===== src/rtl/cpu_mem_pkg.sv =====
// Shared types for the MEM stage bus controller.
//   bus_state_e : bus access state machine encoding
//   MEMTOREG_*  : writeback mux select values (passed through, not decoded here)
//   wb_t        : MEM/WB register bundle; WB_BUBBLE is the all-zero no-op entry
package cpu_mem_pkg;

    typedef enum logic [1:0] {
        IDLE = 2'd0,
        REQ  = 2'd1,
        WAIT = 2'd2,
        DONE = 2'd3
    } bus_state_e;

    localparam logic [1:0] MEMTOREG_ALU = 2'd0;
    localparam logic [1:0] MEMTOREG_MEM = 2'd1;
    localparam logic [1:0] MEMTOREG_PC  = 2'd2;

    typedef struct packed {
        logic [31:0] alu_out;
        logic [31:0] mem_data;
        logic [31:0] pc_next;
        logic [4:0]  write_addr;
        logic [1:0]  memtoreg;
        logic        regwrite;
    } wb_t;

    localparam wb_t        WB_BUBBLE   = '0;
    localparam logic [31:0] BUBBLE_WORD = 32'h0;

endpackage


===== src/rtl/mem_wb_reg.sv =====
// MEM/WB pipeline register.
//   clk, reset   : clock, async active-high reset (clears to a bubble)
//   load_bubble  : load the all-zero bubble (wins over load_data)
//   load_data    : load wb_d
//   wb_d / wb_q  : next / current MEM/WB bundle
module mem_wb_reg
    import cpu_mem_pkg::*;
(
    input  logic clk,
    input  logic reset,
    input  logic load_bubble,
    input  logic load_data,
    input  wb_t  wb_d,
    output wb_t  wb_q
);

    always_ff @(posedge clk or posedge reset) begin
        if (reset)            wb_q <= WB_BUBBLE;
        else if (load_bubble) wb_q <= WB_BUBBLE;
        else if (load_data)   wb_q <= wb_d;
    end

endmodule


===== src/rtl/mem_stage_bus_ctrl.sv =====
// MEM stage: performs loads/stores over a req/gnt/rvalid bus, stalls the
// pipeline while an access is outstanding, and drives the MEM/WB register.
//   clk, reset                : clock, async active-high reset
//   alu_out_in .. RegWrite_in : EX/MEM fields
//   stall                     : combinational hold for EX/MEM and earlier
//   mem_req/we/addr/wdata     : registered bus request
//   mem_gnt/rvalid/rdata      : bus responses
//   bus_err                   : one-cycle pulse on misalignment or timeout
//   wb_*                      : MEM/WB outputs
module mem_stage_bus_ctrl
    import cpu_mem_pkg::*;
#(
    parameter int TIMEOUT_CYCLES = 255
) (
    input  logic        clk,
    input  logic        reset,
    input  logic [31:0] alu_out_in,
    input  logic [31:0] rt_in,
    input  logic [4:0]  write_addr_in,
    input  logic [31:0] pc_next_in,
    input  logic        MemRead_in,
    input  logic        MemWrite_in,
    input  logic [1:0]  MemtoReg_in,
    input  logic        RegWrite_in,
    output logic        stall,
    output logic        mem_req,
    output logic        mem_we,
    output logic [31:0] mem_addr,
    output logic [31:0] mem_wdata,
    input  logic        mem_gnt,
    input  logic        mem_rvalid,
    input  logic [31:0] mem_rdata,
    output logic        bus_err,
    output logic [31:0] wb_alu_out,
    output logic [31:0] wb_mem_data,
    output logic [31:0] wb_pc_next,
    output logic [4:0]  wb_write_addr,
    output logic [1:0]  wb_MemtoReg,
    output logic        wb_RegWrite
);

    localparam int CW = $clog2(TIMEOUT_CYCLES + 1);

    bus_state_e  state, state_nxt;
    logic [CW-1:0] tmo_cnt;
    logic [31:0] rdata_hold;
    logic        timed_out;

    logic access, misaligned, tmo_hit;
    logic start, req_clr, err_set, capture, to_set;
    logic load_bubble, load_data;
    wb_t  wb_d, wb_q;

    assign access     = MemRead_in | MemWrite_in;
    assign misaligned = access & (alu_out_in[1:0] != 2'b00);
    // Fires on the TIMEOUT_CYCLES-th cycle spent in REQ/WAIT.
    assign tmo_hit    = (tmo_cnt + 1'b1) == CW'(TIMEOUT_CYCLES);

    always_comb begin
        state_nxt   = state;
        stall       = 1'b0;
        load_bubble = 1'b0;
        load_data   = 1'b0;
        start       = 1'b0;
        req_clr     = 1'b0;
        err_set     = 1'b0;
        capture     = 1'b0;
        to_set      = 1'b0;
        wb_d        = '{alu_out:    alu_out_in,
                        mem_data:   BUBBLE_WORD,
                        pc_next:    pc_next_in,
                        write_addr: write_addr_in,
                        memtoreg:   MemtoReg_in,
                        regwrite:   RegWrite_in};
        case (state)
            IDLE: begin
                if (!access) begin
                    load_data = 1'b1;
                end else begin
                    load_bubble = 1'b1;
                    if (misaligned) begin
                        err_set = 1'b1;
                    end else begin
                        stall     = 1'b1;
                        start     = 1'b1;
                        state_nxt = REQ;
                    end
                end
            end
            REQ: begin
                stall       = 1'b1;
                load_bubble = 1'b1;
                // A bus response on the final cycle still completes the access.
                if (mem_gnt) begin
                    req_clr = 1'b1;
                    if (mem_we) begin
                        state_nxt = DONE;
                    end else if (mem_rvalid) begin
                        capture   = 1'b1;
                        state_nxt = DONE;
                    end else begin
                        state_nxt = WAIT;
                    end
                end else if (tmo_hit) begin
                    req_clr   = 1'b1;
                    err_set   = 1'b1;
                    to_set    = 1'b1;
                    state_nxt = DONE;
                end
            end
            WAIT: begin
                stall       = 1'b1;
                load_bubble = 1'b1;
                if (mem_rvalid) begin
                    capture   = 1'b1;
                    state_nxt = DONE;
                end else if (tmo_hit) begin
                    err_set   = 1'b1;
                    to_set    = 1'b1;
                    state_nxt = DONE;
                end
            end
            DONE: begin
                load_data     = 1'b1;
                wb_d.mem_data = timed_out ? BUBBLE_WORD : rdata_hold;
                if (timed_out) wb_d.regwrite = 1'b0;
                state_nxt     = IDLE;
            end
            default: state_nxt = IDLE;
        endcase
    end

    always_ff @(posedge clk or posedge reset) begin
        if (reset) begin
            state      <= IDLE;
            mem_req    <= 1'b0;
            mem_we     <= 1'b0;
            mem_addr   <= '0;
            mem_wdata  <= '0;
            bus_err    <= 1'b0;
            tmo_cnt    <= '0;
            rdata_hold <= '0;
            timed_out  <= 1'b0;
        end else begin
            state   <= state_nxt;
            bus_err <= err_set;
            if (start) begin
                mem_req    <= 1'b1;
                mem_we     <= MemWrite_in;  // both set → store
                mem_addr   <= {alu_out_in[31:2], 2'b00};
                mem_wdata  <= rt_in;
                tmo_cnt    <= '0;
                rdata_hold <= '0;           // stores write back 0
                timed_out  <= 1'b0;
            end else begin
                if (req_clr) mem_req <= 1'b0;
                if (state == REQ || state == WAIT) tmo_cnt <= tmo_cnt + 1'b1;
                if (capture) rdata_hold <= mem_rdata;
                if (to_set)  timed_out  <= 1'b1;
            end
        end
    end

    mem_wb_reg u_mem_wb_reg (
        .clk         (clk),
        .reset       (reset),
        .load_bubble (load_bubble),
        .load_data   (load_data),
        .wb_d        (wb_d),
        .wb_q        (wb_q)
    );

    assign wb_alu_out    = wb_q.alu_out;
    assign wb_mem_data   = wb_q.mem_data;
    assign wb_pc_next    = wb_q.pc_next;
    assign wb_write_addr = wb_q.write_addr;
    assign wb_MemtoReg   = wb_q.memtoreg;
    assign wb_RegWrite   = wb_q.regwrite;

endmodule


===== config.mk =====
export PLATFORM = sky130hd
export DESIGN_NAME = mem_stage_bus_ctrl
export DESIGN_NICKNAME = d
export VERILOG_FILES = /design/src/rtl/cpu_mem_pkg.sv /design/src/rtl/mem_wb_reg.sv /design/src/rtl/mem_stage_bus_ctrl.sv
export SDC_FILE = /design/constraint.sdc
export NUM_CORES = 1
export LEC_CHECK = 0
export CAP_MARGIN = 20
export CORE_MARGIN = 5
export CORE_UTILIZATION = 44
export CTS_BUF_LIST = sky130_fd_sc_hd__clkbuf_16
export DETAILED_ROUTE_END_ITERATION = 10
export GPL_TIMING_DRIVEN = 0
export PLACE_DENSITY = 0.77
export SYNTH_ARGS = -nofsm -noshare
export SYNTH_HDL_FRONTEND = slang
export SYNTH_SLANG_ARGS = --single-unit

===== constraint.sdc =====
create_clock -name clk -period 9.99 [get_ports clk]
set_clock_uncertainty 0.05 [all_clocks]
set_input_delay 1.998 -clock clk [delete_from_list [all_inputs] [get_ports clk]]
set_output_delay 1.998 -clock clk [all_outputs]
set_load 0.02 [all_outputs]

Word-level counts from Yosys, hierarchy flattened
Index checks and enable logic that the tools add are counted.
Widths: inputs -> output; s select.
{"block": "classes", "n_eq_ne": 6, "addsub": 1, "n_bitwise": 2, "muxes": 43, "n_reduce_logical": 10}
{"op": "$mux 104", "n": 2}
{"op": "$mux 32", "n": 4}
{"op": "$mux 1", "n": 23}
{"op": "$mux 8", "n": 2}
{"op": "$reduce_bool 2->1", "n": 6}
{"op": "$mux 2", "n": 5}
{"op": "$pmux 1 s2", "n": 5}
{"op": "$add 8x1->8 const B", "n": 1}
{"op": "$eq 8x8->1 const B", "n": 1}
{"op": "$pmux 2 s4", "n": 1}
{"op": "$eq 2x2->1 const B", "n": 2}
{"op": "$ne 2x2->1 const B", "n": 2}
{"op": "$pmux 1 s3", "n": 1}
{"op": "$eq 2x1->1 const B", "n": 1}
{"op": "$logic_not 2->1", "n": 1}
{"op": "$reduce_and 2->1", "n": 1}
{"op": "$reduce_or 2->1", "n": 1}
{"op": "$and 1x1->1", "n": 1}
{"op": "$logic_or 1x1->1", "n": 1}
{"op": "$or 1x1->1", "n": 1}
{"block": "word_totals", "out_inout_bits": 172, "input_bits": 142, "regBits": 212, "word_cells": 77}

Longest topological paths before layout
Gate-level depths: netlist of the first run.
{"block": "logic_depth", "depth_word": 7, "ltp_mapped": 10, "ltp_nobuf": 7}

Modules after synthesis
A second synthesis of the first run with hierarchy kept.
{"block": "hier_totals", "hier_cells": 760, "hier_area_um2": 9013.6}
{"module": "mem_stage_bus_ctrl", "seq_area_each_um2": 2702.6, "cells_per_inst": 423, "n_inst": 1, "area_each_um2": 4782.1}
{"module": "mem_wb_reg", "seq_area_each_um2": 2602.5, "cells_per_inst": 337, "n_inst": 1, "area_each_um2": 4231.6}

Worst setup path before layout of the first run
No wires, ideal clock.
{"block": "synth_timing", "path_kind": "input to output", "startpoint": "input port MemWrite_in", "endpoint": "output port stall", "path_slack_ps": 5057, "arrival_ps": 2885, "cell_stages": 5, "t_required_ps": 7942, "path_buffers": 1, "path_cell_list": "o21ai_0 -> nor3_2 -> buf_2 -> nor2_1 -> nor2_1"}
{"block": "synth_between", "elab_chain_cells": 5}
{"element": "from (decl)", "line": "mem_stage_bus_ctrl.sv:22", "text": "input logic MemWrite_in,"}
{"element": "$or 1x1->1 (*)", "line": "mem_stage_bus_ctrl.sv:54", "text": "assign access = MemRead_in | MemWrite_in;"}
{"element": "$and 1x1->1", "line": "mem_stage_bus_ctrl.sv:55", "text": "assign misaligned = access & (alu_out_in[1:0] != 2'b00);"}
{"element": "$mux 1", "line": "mem_stage_bus_ctrl.sv:81", "text": "if (misaligned) begin"}
{"element": "$mux 1 (*)", "line": "mem_stage_bus_ctrl.sv:77", "text": "if (!access) begin"}
{"element": "$pmux 1 s2 (*)", "line": "mem_stage_bus_ctrl.sv:75", "text": "case (state)"}
{"element": "to (decl)", "line": "mem_stage_bus_ctrl.sv:25", "text": "output logic stall,"}
Every way passes the cells marked *; elsewhere a longest branch is shown, timed or not.

Worst setup path in the final report of the first run
Ends and elaborated chain as after synthesis.

==> results.md, run 1 <==
- Outcome: finished, final reports clean
- VDD IR max: 0.181 mV
- Lkg Pwr: 0.00576 µW
- Vias in the first global route: 7376
- Initial antenna violation count: 0
- # H-tree levels: 1
- Total power: 3840 µW
- Max-slew headroom: 39.7%
- Fin cells: 1408
- Ant. Diodes: 0
- DRT iter0 DRCs: 357
- Worst skew pair latency: 0.50 ns
- Worst Path Required: 7.94 ns
- Ys async rst share: 100%
- Commonest cells after routing, fill and taps aside: nand2_1 (324), clkdlybuf4s50_1 (311), dfrtp_1 (212)
- DR pass1 iterations: 4
- Nets: 1305
- HPWL after detailed placement: 18400 µm
- Endpoint class of the critical path: output pin
- Worst hold start: mem_wdata[16]
- Pwr/cell area: 306 nW/µm²
- Slew Viols, Final: 0
- Synth warn: 0
- Total grt overflow: 0
- Synth unique cells: 46
- Syn Inst Count: 817
- I/O pin count: 314
- WL per Instance: 18.4 µm
- CTS Buf Count: 24
- Final worst slack: 3.68 ns
- Total GRT Usage: 23.4%
- Final setup fails: 0
- Launch point of the critical path: MemWrite_in
- Mapped Area: 8320 µm²
- CTS sink cnt: 212
- Post-synthesis sequential area ratio: 63.8%
- Worst-path cell chain: clkdlybuf4s50_1, o21ai_0, nor3_2, buf_2, nor2_1, nor2_1, clkdlybuf4s50_1
- Area Overhead vs Synth: 51.2%
- PortBufs: 311
- Die Span Y: 147 µm
- Via count: 7201
- Avg Inst Size Synth: 10.2 µm²
- Post-CTS Resized: 0
- CTS Root Cell: clkbuf_16
- Slowest stage delay, CP: 0.68 ns
- Remaining DRCs: 0
- Row count: 50
- Starting density of the core: 44.6%
- Die area: 21800 µm²
- Critical path class: in -> out
- GP Congestion: 0.794
- Post-CTS Hold Fix Bufs: 0
- Final Hold Vio Count: 0
- Largest net degree at the start of global routing: 110
- Reg clk slew, reported paths: 0.05 ns
- Crit-path max FO: 10
- TritonCTS clock tree: yes
- Arrival @ worst endpoint: 4.27 ns
- Longest Clk Path Bufs: 3
- RSZ-0062 raised after global routing: no
- Layout cells sized above 1: 5.03%
- Placed cell count: 1364
- Die W: 147 µm
- Tmin final: 6.31 ns
- Post-CTS Setup Bufs: 0
- Max cap viols: 0
- Fillers: 1463
- Most common cell after layout, fill and taps aside: nand2_1
- Worst path slowest cell: clkdlybuf4s50_1
- Antenna-violating nets left: 0
- Final Cycle Share: 63.2%
- EDFF count, synth: 0
- CP startpoint kind: primary input
- Worst r2r src: state[0]
- Vias per cell: 5.11
- Place WS: 3.63 ns
- Global-route wire length before repair: 40800 µm
- Number of synthesized register bits: 212
- Core area: 18600 µm²
- Worst-margin pin slew: 0.901 ns
- Hold Crit Class: reg -> reg
- Fmax: 158 MHz
- Most used DFF post-synth: dfrtp_1
- Final WL: 25900 µm
layer usage:
layer | up-vias | track usage [%] | part of all wire [%]
li1 | 3393 | - | -
met1 | 3503 | 29.3 | 39
met2 | 261 | 39.4 | 49
met3 | 44 | 6.93 | 9.1
met4 | 0 | 6.99 | 2.8
met5 | - | 0 | 0
registers in the layout, summed over array words and instances (netlist names):
name / cells
u_mem_wb_reg.wb_q: 104
mem_wdata: 32
rdata_hold: 32
mem_addr: 30
tmo_cnt: 8
state: 2
bus_err: 1
mem_req: 1
mem_we: 1
timed_out: 1
metrics by stage:
step           utilization (%)  hold WS, ns  instance area [µm²]  TNS, ns
6_report                  67.4        0.418                12600        0
5_1_grt                   67.4        0.440                12600        0
4_1_cts                   67.4        0.426                12600        0
3_5_place_dp              63.1        0.411                11800        0
3_3_place_gp              62.9        0.407                11700  -122.84
2_1_floorplan                -        0.428                 8320        0
path summary, 6_finish.rpt:
check	depth (start not counted)	to	slack (ns)
worst max-delay path	7	stall	3.68
worst min-delay path	2	mem_wdata[16]	0.42
worst max register to register	6	u_mem_wb_reg.wb_q[37]	7.26
worst min register to register	2	mem_wdata[16]	0.42
max in group asynchronous	3	u_mem_wb_reg.wb_q[51]	6.93
min in group asynchronous	2	u_mem_wb_reg.wb_q[8]	1.98
critical path, delay by kind of cell:
family | cells | cell delay [ns]
buf+inv | 3 | 1.58
simple gates | 3 | 0.55
compound gates | 1 | 0.14
final cells by class:
type	count	area (µm²)	share of cell area, %
Buffer	54	229	1.82
Clock buffer	25	626	4.98
Clock inverter	19	185	1.47
Inverter	9	41.3	0.328
Multi-Input combinational cell	543	2750	21.9
Sequential cell	212	5310	42.2
Tap cell	234	293	2.33
Timing Repair Buffer	312	3140	25.0
synthesized netlist by cell type, types with 2 or more instances:
master,number,area (µm²)
a211oi_1,2,15.0
a21oi_1,39,195
a22o_1,71,622
buf_2,15,75.1
buf_4,2,15.0
clkbuf_1,36,135
dfrtp_1,212,5310
ha_1,7,87.6
inv_1,9,33.8
nand2_1,324,1220
nor2_1,14,52.6
nor3_1,6,30.0
nor3_2,2,20.0
nor4_1,2,12.5
o211a_1,2,20.0
o211ai_1,2,15.0
o21ai_0,37,185
or3_1,4,25.0
xnor2_1,2,17.5
xor2_1,3,26.3
cells by family (layout without fill, tap and decap cells):
kind of cell,count (synthesis),count (layout),synth area share [%]
and+or+nand+nor,362,362,17.2
other,1,2,0.0451
adders and majority gates,7,7,1.05
xor gates and xnor gates,5,5,0.527
buffers and inverters,63,419,3.16
muxes,1,1,0.135
AOI/OAI and AO/OA,166,166,14.1
DFF,212,212,63.8
report_power, final:
part	leakage, µW	internal [µW]	switching (µW)
Combinational	0.00253	689	912
Sequential	0.00281	1160	182
Clock	0.000413	554	348
Total	0.00576	2400	1440
(Power assumes the default switching activity.)
==> run 2, diff against run 1 <==
==> constraint.sdc (replaced) <==
create_clock -name clk -period 6.2 [get_ports clk]
set_clock_uncertainty 0.05 [all_clocks]
set_input_delay 1.24 -clock clk [delete_from_list [all_inputs] [get_ports clk]]
set_output_delay 1.24 -clock clk [all_outputs]
set_load 0.02 [all_outputs]
==> run 2 against run 1 <==
  * Final cell count increased by 0.21%
  * Critical path type unchanged
  * Non-clock buffer count increased by 4
  * Register-to-register slack got worse by 3.8 ns
==> results.md, run 2 (synthesis gave the netlist of run 1 again) <==
- Layout cells sized above 1: 5.18% (+0.16 points)
- Longest Clk Path Bufs: 3 (unchanged)
- Via count: 7049 (-2.1%)
- Initial antenna violation count: 0 (unchanged)
- Setup TNS Final: 0 ns (unchanged)
- Worst-margin pin slew: 0.945 ns (+0.0441 ns)
- Final Hold Vio Count: 0 (unchanged)
- Largest net degree at the start of global routing: 43 (-61%)
- Net Sw Frac: 37.5% (about the same)
- Antenna-violating nets left: 0 (unchanged)
- Final WL: 25100 µm (-3.2%)
- HPWL after detailed placement: 18600 µm (+1.5%)
- Worst skew pair latency: 0.50 ns (about the same)
- Vias per cell: 5.00 (-2.3%)
- Critical path class: in -> out
- Regs by FF count: u_mem_wb_reg.wb_q (104), mem_wdata (32), rdata_hold (32)
- PortBufs: 311 (unchanged)
- Hold Crit Class: reg -> reg
- Row count: 50 (unchanged)
- Die area: 21800 µm² (unchanged)
- Endpoint class of the critical path: output pin
- TritonCTS clock tree: yes
- Arrival @ worst endpoint: 3.50 ns (-0.77 ns)
- Pint: 3780 µW (+58%)
- DRT iter0 DRCs: 262 (-27%)
- Post-CTS Hold Fix Bufs: 0 (unchanged)
- Die Span Y: 147 µm (unchanged)
- Final setup fails: 0 (unchanged)
- CTS Buf Count: 24 (unchanged)
- Ant. Diodes: 0 (unchanged)
- Nets: 1309 (+0.31%)
- Reg clk slew, reported paths: 0.06 ns (about the same)
- Area Overhead vs Synth: 51.3% (about the same)
- Post-CTS Resized: 0 (unchanged)
- Core area: 18600 µm² (unchanged)
- Total grt overflow: 0 (unchanged)
- CP startpoint kind: primary input
- CTS Root Cell: clkbuf_16
- GP Congestion: 0.784 (-1.3%)
- Switching pwr: 2270 µW (+58%)
- Pwr/cell area: 481 nW/µm² (+58%)
- Launch point of the critical path: alu_out_in[1]
- Placed Instance Area: 11800 µm² (+0.58%)
- Final Instance Area: 12600 µm² (about the same)
- CTS sink cnt: 212 (unchanged)
- Vias in the first global route: 7338 (-0.52%)
- Slowest stage delay, CP: 0.62 ns (-0.06 ns)
- Worst-path cell chain: clkdlybuf4s50_1, nor3_2, buf_2, nor2_1, nor2_1, clkdlybuf4s50_1
- Max-slew headroom: 36.8% (-2.9 points)
- Combinational share of power: 42.3% (+0.6 points)
- Remaining DRCs: 0 (unchanged)
- Die W: 147 µm (unchanged)
- Tmin final: 4.79 ns
- Total GRT Usage: 22.8% (-0.61 points)
- Fmax: 209 MHz
- Worst r2r src: state[0]
- Final Cycle Share: 77.3%
- RSZ-0062 raised after global routing: no
- Lkg Pwr: 0.00576 µW (about the same)
- Commonest cells after routing, fill and taps aside: nand2_1 (324), clkdlybuf4s50_1 (311), dfrtp_1 (212)
- # H-tree levels: 1 (unchanged)
- Total power: 6060 µW (+58%)
- Outcome: finished, final reports clean
- Most common cell after layout, fill and taps aside: nand2_1
- Max cap viols: 0 (unchanged)
- Global-route wire length before repair: 39900 µm (-2.2%)
- Starting density of the core: 44.6% (unchanged)
- Worst Path Required: 4.91 ns (-3.03 ns)
- Post-CTS Setup Bufs: 0 (unchanged)
- Worst hold start: mem_addr[23]
- WL per Instance: 17.8 µm (-3.4%)
- I/O pin count: 314 (unchanged)
- Max reg flops: 104 (unchanged)
- Crit-path max FO: 10 (unchanged)
- Clk pwr share: 22.1% (-1.4 points)
- Largest register by flop count: u_mem_wb_reg.wb_q
- Slew Viols, Final: 0 (unchanged)
- Worst path slowest cell: clkdlybuf4s50_1
- Part of the power in registers: 35.6% (+0.8 points)
- VDD IR max: 0.273 mV (+51%)
- Hold_ws: 0.421 ns (+0.00235 ns)
- DR pass1 iterations: 5 (+1)
[run 2: path summary, 6_finish.rpt]
path                                         end  slack, ns  cells past startpoint
setup / recovery                           stall       1.41                      6
hold / removal                      mem_addr[23]       0.42                      2
setup reg to reg           u_mem_wb_reg.wb_q[11]       3.47                      6
hold reg to reg                     mem_addr[23]       0.42                      2
max in group asynchronous         rdata_hold[28]       3.76                      5
min in group asynchronous  u_mem_wb_reg.wb_q[39]       1.16                      2
[run 2: final cells by class]
cell class | count | area, µm²
tap | 234 | 293
clock buffer | 25 | 626
buffer | 54 | 229
inverter | 9 | 37.5
sequential | 212 | 5310
fill | 1490 | 6060
multi-input combinational | 543 | 2750
timing repair buffer | 316 | 3210
clock inverter | 18 | 125
[run 2: metal layers]
metal	part of all wire, %	up-vias	GRT usage (%)
li1	-	3401	-
met3	8.5	50	6.59
met5	0	-	0
met2	48	251	37.8
met4	3.0	0	6.38
met1	41	3347	29.3
[run 2: metrics by stage]
step | setup WS, ns | utilization (%) | instances
5_1_grt | 1.27 | 67.5 | 1411
4_1_cts | 1.33 | 67.5 | 1411
6_report | 1.41 | 67.5 | 1411
3_3_place_gp | 0.540 | 62.9 | 1363
3_5_place_dp | 1.34 | 63.5 | 1368
2_1_floorplan | 2.15 | - | 818
[run 2: worst max-delay path, delay by kind of cell]
family                 cells  cell delay, ns
buffers and inverters      3            1.54
and+or+nand+nor            3            0.73
[run 2: power by group through the flow]
| stage | Sequential, µW | Clock (µW) | Combinational (µW) |
|---|---|---|---|
| global route | 2220 | 1430 | 2760 |
| CTS | 2160 | 1370 | 2600 |
| global placement | 2150 | 0 | 2540 |
| floorplan | 2610 | 0 | 862 |
| finish | 2160 | 1340 | 2560 |
| detailed placement | 2160 | 0 | 2590 |
==> run 3, diff against run 2 <==
==> constraint.sdc (replaced) <==
create_clock -name clk -period 4.9 [get_ports clk]
set_clock_uncertainty 0.05 [all_clocks]
set_input_delay 0.98 -clock clk [delete_from_list [all_inputs] [get_ports clk]]
set_output_delay 0.98 -clock clk [all_outputs]
set_load 0.02 [all_outputs]
==> results of run 3 <==
The final DEF is identical to that of run 2. Status: finished, final reports clean.
Among the figures that moved: setup slack after placement 1.34 ns -> 0.557 ns; setup slack after layout 1.41 ns -> 0.628 ns; register-to-register setup slack 3.47 ns -> 2.17 ns; total power 6060 µW -> 7660 µW; worst IR drop on VDD 0.273 mV -> 0.346 mV
